`config.mk`:
```
export PLATFORM = sky130hd
export DESIGN_NAME = vape_atomicity_multi_flat
export DESIGN_NICKNAME = d
export VERILOG_FILES = /design/src/rtl/vape_pkg.sv /design/src/rtl/vape_atomicity_multi_if.sv /design/src/rtl/vape_er_fsm.sv /design/src/rtl/vape_atomicity_multi.sv /design/src/flat_wrapper.sv
export SDC_FILE = /design/constraint.sdc
export NUM_CORES = 1
export LEC_CHECK = 0
export BUFFER_PORTS_ARGS = -buffer_cell sky130_fd_sc_hd__buf_2
export CORE_ASPECT_RATIO = 0.5
export CORE_MARGIN = 1
export CORE_UTILIZATION = 58
export DETAILED_ROUTE_END_ITERATION = 10
export GPL_ROUTABILITY_DRIVEN = 0
export PLACE_DENSITY_LB_ADDON = 0.25
export SYNTH_ARGS = -nofsm -noshare
export SYNTH_HDL_FRONTEND = slang
export SYNTH_SLANG_ARGS = --single-unit
export TNS_END_PERCENT = 50
```
`constraint.sdc`:
```
create_clock -name clk -period 6.3 [get_ports clk]
set_input_delay 0.63 -clock clk [delete_from_list [all_inputs] [get_ports clk]]
set_output_delay 0.63 -clock clk [all_outputs]
set_load 0.01 [all_outputs]
```
`src/rtl/vape_pkg.sv`:
```
// Shared types and defaults for the VAPE atomicity monitor.
// State encodings match the PoX exec-flag logic that sits beside it.
package vape_pkg;

  typedef enum logic [2:0] {
    NOTRC = 3'd0,
    FST   = 3'd1,
    LAST  = 3'd2,
    MID   = 3'd3,
    KILL  = 3'd4
  } er_state_e;

  localparam logic [15:0] SMEM_BASE_DEF = 16'hA000;
  localparam logic [15:0] SMEM_SIZE_DEF = 16'h4000;

endpackage

```
`src/rtl/vape_atomicity_multi_if.sv`:
```
// Bus between the MCU pc/bounds source and the atomicity monitor.
// Master drives pc, irq and bounds; slave returns per-region status.
interface vape_atomicity_multi_if #(
  parameter int N_ER  = 2,
  parameter int PC_W  = 16,
  parameter int CNT_W = 8
);

  logic [PC_W-1:0]       pc;
  logic                  irq;
  logic [N_ER*PC_W-1:0]  er_min;
  logic [N_ER*PC_W-1:0]  er_max;
  logic                  clr_cnt;
  logic [N_ER-1:0]       exec;
  logic [N_ER-1:0]       viol;
  logic [N_ER*CNT_W-1:0] viol_cnt;

  modport master (
    output pc, irq, er_min, er_max, clr_cnt,
    input  exec, viol, viol_cnt
  );

  modport slave (
    input  pc, irq, er_min, er_max, clr_cnt,
    output exec, viol, viol_cnt
  );

endinterface

```
`src/rtl/vape_er_fsm.sv`:
```
// One executable region: pc classification, entry/exit FSM,
// and a saturating violation counter.
module vape_er_fsm
  import vape_pkg::*;
#(
  parameter int              PC_W      = 16,
  parameter int              CNT_W     = 8,
  parameter logic [PC_W-1:0] SMEM_BASE = SMEM_BASE_DEF,
  parameter logic [PC_W-1:0] SMEM_SIZE = SMEM_SIZE_DEF
) (
  input  logic             clk,
  input  logic             reset,
  input  logic [PC_W-1:0]  pc_i,
  input  logic             irq_kill_i,
  input  logic [PC_W-1:0]  min_i,
  input  logic [PC_W-1:0]  max_i,
  input  logic             clr_cnt_i,
  output logic             exec_o,
  output logic             viol_o,
  output logic [CNT_W-1:0] cnt_o
);

  // One bit wider so the end of SMEM never wraps to zero
  localparam logic [PC_W:0] SMEM_END =
    {1'b0, SMEM_BASE} + {1'b0, SMEM_SIZE};

  er_state_e        state_q, next_d;
  logic [CNT_W-1:0] cnt_q;
  logic             first, last, mid, out, valid;

  assign first = (pc_i == min_i);
  assign last  = (pc_i == max_i);
  assign mid   = (pc_i > min_i) && (pc_i < max_i);
  assign out   = (pc_i < min_i) || (pc_i > max_i);

  assign valid = (min_i < max_i) &&
                 ((max_i < SMEM_BASE) ||
                  ({1'b0, min_i} > SMEM_END));

  always_comb begin
    next_d = KILL;
    unique case (state_q)
      NOTRC: begin
        if (out)        next_d = NOTRC;
        else if (first) next_d = FST;
      end
      FST: begin
        if (first)    next_d = FST;
        else if (mid) next_d = MID;
      end
      MID: begin
        if (mid)       next_d = MID;
        else if (last) next_d = LAST;
      end
      LAST: begin
        if (last)     next_d = LAST;
        else if (out) next_d = NOTRC;
      end
      default: begin
        if (first) next_d = FST;
      end
    endcase
    if (irq_kill_i && (state_q == FST || state_q == MID))
      next_d = KILL;
    if (!valid)
      next_d = KILL;
  end

  assign exec_o = !reset && valid && (next_d != KILL);
  assign viol_o = !reset && valid &&
                  (next_d == KILL) && (state_q != KILL);
  assign cnt_o  = cnt_q;

  always_ff @(posedge clk) begin
    if (reset) begin
      state_q <= KILL;
      cnt_q   <= '0;
    end else begin
      state_q <= next_d;
      if (clr_cnt_i)
        cnt_q <= '0;
      else if (viol_o && cnt_q != '1)
        cnt_q <= cnt_q + 1'b1;
    end
  end

endmodule

```
`src/rtl/vape_atomicity_multi.sv`:
```
// N-region atomicity monitor: slices the packed bounds per region
// and applies the irq-kill policy before handing irq to each FSM.
module vape_atomicity_multi
  import vape_pkg::*;
#(
  parameter int              N_ER      = 2,
  parameter int              PC_W      = 16,
  parameter logic [PC_W-1:0] SMEM_BASE = SMEM_BASE_DEF,
  parameter logic [PC_W-1:0] SMEM_SIZE = SMEM_SIZE_DEF,
  parameter bit              IRQ_KILL  = 1'b1,
  parameter int              CNT_W     = 8
) (
  input logic                   clk,
  input logic                   reset,
  vape_atomicity_multi_if.slave bus
);

  logic irq_kill;
  wire [N_ER-1:0]       exec_w;
  wire [N_ER-1:0]       viol_w;
  wire [N_ER*CNT_W-1:0] cnt_w;

  assign irq_kill = IRQ_KILL & bus.irq;

  for (genvar i = 0; i < N_ER; i++) begin : g_er
    vape_er_fsm #(
      .PC_W      (PC_W),
      .CNT_W     (CNT_W),
      .SMEM_BASE (SMEM_BASE),
      .SMEM_SIZE (SMEM_SIZE)
    ) u_fsm (
      .clk        (clk),
      .reset      (reset),
      .pc_i       (bus.pc),
      .irq_kill_i (irq_kill),
      .min_i      (bus.er_min[i*PC_W +: PC_W]),
      .max_i      (bus.er_max[i*PC_W +: PC_W]),
      .clr_cnt_i  (bus.clr_cnt),
      .exec_o     (exec_w[i]),
      .viol_o     (viol_w[i]),
      .cnt_o      (cnt_w[i*CNT_W +: CNT_W])
    );
  end

  assign bus.exec     = exec_w;
  assign bus.viol     = viol_w;
  assign bus.viol_cnt = cnt_w;

endmodule

```
`src/flat_wrapper.sv`:
```
// flat-port wrapper written by rule: the top's interface ports become plain ports
module vape_atomicity_multi_flat import vape_pkg::*;
#(
  parameter int              N_ER      = 2,
  parameter int              PC_W      = 16,
  parameter logic [PC_W-1:0] SMEM_BASE = SMEM_BASE_DEF,
  parameter logic [PC_W-1:0] SMEM_SIZE = SMEM_SIZE_DEF,
  parameter bit              IRQ_KILL  = 1'b1,
  parameter int              CNT_W     = 8
)
  (clk, reset, bus_pc, bus_irq, bus_er_min, bus_er_max, bus_clr_cnt, bus_exec, bus_viol, bus_viol_cnt);
  vape_atomicity_multi_if #(.N_ER(N_ER), .PC_W(PC_W), .CNT_W(CNT_W)) bus_i ();
  input logic clk;
  input logic reset;
  input wire logic [$bits(bus_i.pc)-1:0] bus_pc;
  input wire logic [$bits(bus_i.irq)-1:0] bus_irq;
  input wire logic [$bits(bus_i.er_min)-1:0] bus_er_min;
  input wire logic [$bits(bus_i.er_max)-1:0] bus_er_max;
  input wire logic [$bits(bus_i.clr_cnt)-1:0] bus_clr_cnt;
  output wire logic [$bits(bus_i.exec)-1:0] bus_exec;
  output wire logic [$bits(bus_i.viol)-1:0] bus_viol;
  output wire logic [$bits(bus_i.viol_cnt)-1:0] bus_viol_cnt;
  assign bus_i.pc = bus_pc;
  assign bus_i.irq = bus_irq;
  assign bus_i.er_min = bus_er_min;
  assign bus_i.er_max = bus_er_max;
  assign bus_i.clr_cnt = bus_clr_cnt;
  assign bus_exec = bus_i.exec;
  assign bus_viol = bus_i.viol;
  assign bus_viol_cnt = bus_i.viol_cnt;
  vape_atomicity_multi #(.N_ER(N_ER), .PC_W(PC_W), .SMEM_BASE(SMEM_BASE), .SMEM_SIZE(SMEM_SIZE), .IRQ_KILL(IRQ_KILL), .CNT_W(CNT_W)) u_core (.clk(clk), .reset(reset), .bus(bus_i));
endmodule
```
==> flow_metrics.tcl, run 1 <==
set metrics [dict create \
    die_area_um2 6570 \
    clk_latency_ps 250 \
    hp-class "flop to flop" \
    htreeDepth 1 \
    r2r_slack_ps 4160 \
    root_buffer "clkbuf_16" \
    grt_pass1_vias 3371 \
    utilization_pct 74.5 \
    min_from "u_core.g_er[1].u_fsm.cnt_o[4]$_SDFFE_PP0P_" \
    start_kind "input pin" \
    ys_seq_area_share_pct 12.2 \
    cp_max_fo 5 \
    power_frac_comb_pct 41.2 \
    cts.clk_slew.worst_paths_ps 60 \
    total_leakage_power_uw 0.00226 \
    die_w_um 114 \
    rsz0062_at_grt "false" \
    ios 104 \
    synth-edff-count 0 \
    rows 19 \
    drt-vias-per-instance 5.73 \
    overflow 0 \
    status "finished clean" \
    dp_hpwl_um 8060 \
    synth_fp_nets 651 \
    wl_um 9390 \
    endpoint_kind "output pin" \
    critPathSlowestCell "or4_1" \
    final.setup.worst_slack_ps 2570 \
    required_ps 5670 \
    setup.worst_path.start "bus_er_max[19]" \
    netlist_instances 471 \
    skew_ps 2.15 \
    ys_ff_latch 22 \
    reg2reg_from "u_core.g_er[0].u_fsm.state_q[1]$_SDFF_PP0_" \
    cts_hold_buf 0 \
    drc 0 \
    max_freq_mhz 268 \
    synth_compound_area_share_pct 20.4 \
    multi_input_area_um2 2870 \
    clk_path_buf_depth 2 \
    synth-xor-area-share_pct 1.21 \
    drtPass1Iterations 5 \
    synthMuxAreaShare_pct 0.830 \
    regArea_um2 440 \
    core-area_um2 5730 \
    antenna_cells 0 \
    antenna_found_initial 0 \
    fin_nets 752 \
    synth_cell_types 60 \
    cts_resized 0 \
    die_h_um 57.8 \
    critical_path_arrival_ps 3100 \
    grt_pass1_wl_um 15100 \
    grt_max_degree 15 \
    wl_per_cell_um 14.4 \
    start_util_pct 63.1 \
    min_period_ps 3730 \
    place_ws_ps 2600 \
    clock_sinks 22 \
    grtUsageTotal_pct 28.8 \
    area_growth_pct 18.1 \
    yosys.area_share.simple_pct 23.8 \
    p_sw_uw 156 \
    post_synth.cell_area_avg_um2 7.68 \
    pwr-share-clk_pct 28.5 \
    crit_type "input pin to output pin" \
    period_share_pct 59.2 \
    hold_viol 0 \
    drive_above_1_share_pct 21.2 \
    synth_largest_area_cell "ha_1" \
    drt_iter0_drc 302 \
    numPortBuffers 103 \
    worst_pin_slew_ps 470 \
    peakVddDrop_v 0.0000906 \
    synth_top_family_by_area "adder cells" \
    seqPwrFrac_pct 30.2 \
    postCtsSetupRepairBufs 0 \
    n_fill_cell 504 \
    synthArstFlopShare_pct 0 \
    slew_violations 0 \
    tritoncts "built" \
    cp_cell_sequence "buf_2 > inv_1 > ha_1 > nand4_1 > or4_1 > nand3b_1 > o21ai_0 > and2_1 > a21oi_1 > nor2_1 > or3_1 > inv_1 > buf_2" \
    setup_violations 0 \
    synth_top_area_share_pct 33.2 \
    powerDensity_nw_per_um2 108 \
    cts_inserted_buffers 3 \
    intPower_uw 304 \
    cpPeakStageDelay_ps 650 \
    ys.flop_type "dfxtp_1" \
    synthAdderAreaFrac_pct 33.2 \
    yosysWarnings 0 \
    tns_ps 0 \
    netlist_area_um2 3620 \
    antenna_left 0 \
    swShare_pct 33.9 \
    drv_cap 0 \
    vias 3748 \
    synth_area_leaders "ha_1 (33%), dfxtp_1 (12%), inv_1 (7.2%)" \
    slew_headroom_pct 68.4 \
]
## sequential cells by signal, indices dropped and copies added, names as in the netlist
| signal | cells |
|---|---|
| u_core.g_er.u_fsm.cnt_o | 16 |
| u_core.g_er.u_fsm.state_q | 6 |
## through the flow
| step | total power (µW) | area, µm² | std cells | hold slack, ps |
|---|---|---|---|---|
| floorplan | 256 | 3620 | 471 | 490 |
| global placement | 321 | 4190 | 651 | 476 |
| detailed placement | 327 | 4190 | 651 | 475 |
| CTS | 460 | 4270 | 654 | 483 |
| global route | 494 | 4270 | 654 | 509 |
| finish | 460 | 4270 | 654 | 482 |
## area by class of cell
type                    count  area share [%]
clock buffers               3            1.76
inverters                  69            6.07
multi-input cells         373            67.3
flip-flops and latches     22            10.3
well taps                  84            2.46
repair buffers            103            12.1
## per-layer routing
| layer | global-route usage (%) | part of all wire [%] | wire length (µm) | vias to the layer above |
|---|---|---|---|---|
| met1 | 40.9 | 49 | 4610 | 1669 |
| li1 | - | - | - | 1931 |
| met3 | 2.62 | 7.2 | 677 | 8 |
| met5 | 0 | 0 | 0 | - |
| met2 | 47.7 | 43 | 4020 | 140 |
| met4 | 6.95 | 0.91 | 85 | 0 |
## power groups by stage
stage / Combinational (µW) / Clock, µW / Sequential, µW
after floorplan: 114 / 0 / 142
after global placement: 179 / 0 / 142
after detailed placement: 185 / 0 / 142
after CTS: 187 / 134 / 139
after global routing: 214 / 140 / 139
final: 190 / 131 / 139
## cell families after synthesis
group	Yosys count
mux	3
compound gates	118
fa+ha+maj	96
buf+inv	76
flops	22
xor+xnor	5
simple gates	151
## synthesized netlist by cell type, types with 3 or more instances
cell type	n
nand4_1	21
mux2i_1	3
and3_1	7
a21oi_1	46
nor2_1	27
nor3_1	11
ha_1	96
nor2b_1	3
dfxtp_1	22
nor3b_1	4
nand2_1	21
inv_1	69
a211oi_1	4
or3_1	11
o21ai_1	3
a21o_1	7
a221oi_1	3
o21ai_0	23
o21a_1	4
nand2b_1	7
o211ai_1	4
a22oi_1	3
nor4_1	7
nand3_1	12
buf_4	4
xnor2_1	4
## layout by cell type (no fill, tap or decap), types with 7 or more instances in the layout
cell / synthesis / routed
ha_1: 96 / 96
nand3_1: 12 / 12
nand2_1: 21 / 21
a21oi_1: 46 / 46
or3_1: 11 / 11
o21ai_0: 23 / 23
buf_2: 1 / 103
nand4_1: 21 / 21
a21o_1: 7 / 7
and3_1: 7 / 7
nor2_1: 27 / 27
nand2b_1: 7 / 7
dfxtp_1: 22 / 22
inv_1: 69 / 69
nor4_1: 7 / 7
nor3_1: 11 / 11
## critical path: cells and delay by family
family	cells	cell delay, ps
adder cells (fa/ha/maj)	1	310
AND/OR/NAND/NOR	6	1590
AO/OA/AOI/OAI	2	270
buffers and inverters	4	290
## path summary, 6_finish.rpt
path                                                              endpoint  cells after the start
worst min register to register  u_core.g_er[1].u_fsm.cnt_o[4]$_SDFFE_PP0P_                      2
worst max-delay path                                           bus_exec[1]                     13
worst min-delay path            u_core.g_er[1].u_fsm.cnt_o[4]$_SDFFE_PP0P_                      2
worst max register to register  u_core.g_er[0].u_fsm.cnt_o[6]$_SDFFE_PP0P_                      7
(Power assumes the default switching activity.)
==> inputs of run 2 (changes only) <==
--- a/config.mk
+++ b/config.mk
@@ -8,7 +8,7 @@
 export BUFFER_PORTS_ARGS = -buffer_cell sky130_fd_sc_hd__buf_2
 export CORE_ASPECT_RATIO = 0.5
 export CORE_MARGIN = 1
-export CORE_UTILIZATION = 58
+export CORE_UTILIZATION = 49
 export DETAILED_ROUTE_END_ITERATION = 10
 export GPL_ROUTABILITY_DRIVEN = 0
 export PLACE_DENSITY_LB_ADDON = 0.25
==> constraint.sdc (replaced) <==
create_clock -name clk -period 3.3 [get_ports clk]
set_input_delay 0.33 -clock clk [delete_from_list [all_inputs] [get_ports clk]]
set_output_delay 0.33 -clock clk [all_outputs]
set_load 0.01 [all_outputs]
==> flow_metrics.tcl, run 2 (synthesis gave the netlist of run 1 again) <==
set metrics [dict create \
    r2r_slack_ps 1150 \
    area_growth_pct 18.5 \
    powerDensity_nw_per_um2 204 \
    start_util_pct 52.3 \
    min_period_ps 3060 \
    core-area_um2 6910 \
    fin_nets 753 \
    mostFrequentLayoutCells "buf_2 (103), ha_1 (96), inv_1 (69)" \
    drc 0 \
    clock_sinks 22 \
    seqPwrFrac_pct 30.4 \
    skew_ps 2.63 \
    drt-vias-per-instance 5.60 \
    period_share_pct 92.8 \
    worstSetupPathDepth 12 \
    fin_area_um2 4290 \
    status "finished clean" \
    final.setup.worst_slack_ps 237 \
    grt_max_degree 15 \
    hold_viol 0 \
    max_freq_mhz 326 \
    die_area_um2 7750 \
    holdPathStages 3 \
    required_ps 2970 \
    cpPeakStageDelay_ps 590 \
    postCtsSetupRepairBufs 0 \
    largest_reg_flops 16 \
    vias 3713 \
    grtUsageTotal_pct 25.7 \
    total_leakage_power_uw 0.00226 \
    tns_ps 0 \
    die_w_um 123 \
    drive_above_1_share_pct 21.4 \
    ios 104 \
    grt_pass1_wl_um 15900 \
    clk_latency_ps 250 \
    start_kind "input pin" \
    swShare_pct 33.7 \
    cp_num_buf_inv 4 \
    cp_cell_sequence "buf_2 > inv_1 > ha_1 > nand4_1 > or4_1 > nor3_2 > nor4_2 > nor3_1 > o21ai_2 > or2_2 > inv_1 > buf_2" \
    peakVddDrop_v 0.000130 \
    totalPowerFinal_uw 874 \
    tritoncts "built" \
    grt_pass1_vias 3396 \
    antenna_left 0 \
    die_h_um 62.7 \
    numPortBuffers 103 \
    intPower_uw 580 \
    placedInstanceArea_um2 4210 \
    crit_type "input pin to output pin" \
    rsz0062_at_grt "false" \
    critical_path_arrival_ps 2730 \
    p_sw_uw 294 \
    antenna_cells 0 \
    wl_um 9560 \
    slew_violations 0 \
    dp_hpwl_um 8320 \
    drv_cap 0 \
    endpoint_kind "output pin" \
    cts_resized 0 \
    layout_commonest_cell "buf_2" \
    slew_headroom_pct 70.1 \
    cts_inserted_buffers 3 \
    n_fill_cell 660 \
    rows 21 \
    cts_hold_buf 0 \
    wl_per_cell_um 14.4 \
    place_ws_ps 236 \
    pwr-share-clk_pct 28.5 \
    overflow 0 \
    cp_max_fo 4 \
    power_frac_comb_pct 41.1 \
    htreeDepth 1 \
    ff2ff_path_depth 7 \
    setup_violations 0 \
    utilization_pct 62.0 \
    hp-class "input pin to flop" \
    cts.clk_slew.worst_paths_ps 50 \
    crit_family "simple AND/OR/NAND/NOR gates" \
    drt_iter0_drc 196 \
    antenna_found_initial 0 \
    critPathSlowestCell "or4_1" \
    clk_path_buf_depth 2 \
    drtPass1Iterations 4 \
    worst_pin_slew_ps 447 \
    root_buffer "clkbuf_16" \
]
run 2: cell count changes in the layout (fill, tap and decap cells not counted), sizes merged:
cell	before	now
buf	103	104
run 2: cell type report:
cell class	count	area, µm²	area share (%)
clock buffer	3	75.1	1.75
sequential	22	440	10.3
multi-input combinational	373	2870	67.0
tap	92	115	2.69
inverter	69	259	6.04
timing repair buffer	104	523	12.2
run 2: worst paths after layout:
path / from / to
setup reg to reg: u_core.g_er[0].u_fsm.state_q[1]$_SDFF_PP0_ / u_core.g_er[0].u_fsm.cnt_o[6]$_SDFFE_PP0P_
hold / removal: bus_clr_cnt / u_core.g_er[1].u_fsm.cnt_o[4]$_SDFFE_PP0P_
setup / recovery: bus_er_min[14] / bus_exec[0]
hold reg to reg: u_core.g_er[1].u_fsm.cnt_o[4]$_SDFFE_PP0P_ / u_core.g_er[1].u_fsm.cnt_o[4]$_SDFFE_PP0P_
run 2: worst register-to-register path, stage by stage, from the launching register on:
cell and delay (ps):
dfxtp_1 440, nor3_2 110, nor4_2 290, a31oi_1 150, o21ai_2 220, or3b_4 420
or3_1 320, a21oi_1 150
run 2: stage by stage:
step	std cells	hold slack, ps
after floorplan	471	490
after detailed placement	660	495
after CTS	663	395
final	663	396
after global placement	660	478
after global routing	663	414
run 2: metal layers:
metal  global-route usage (%)  up-vias  share of wire (%)
li1                         -     1934                  -
met1                     38.4     1671                 52
met2                     40.2      102                 42
met3                     1.46        6                6.0
met4                     5.12        0               0.54
met5                        0        -                  0
run 2: power by group through the flow:
stage               clock network (µW)  registers (µW)  logic [µW]
floorplan                            0             271         217
global placement                     0             271         346
detailed placement                   0             271         353
CTS                                254             266         356
global route                       271             265         417
finish                             249             266         359
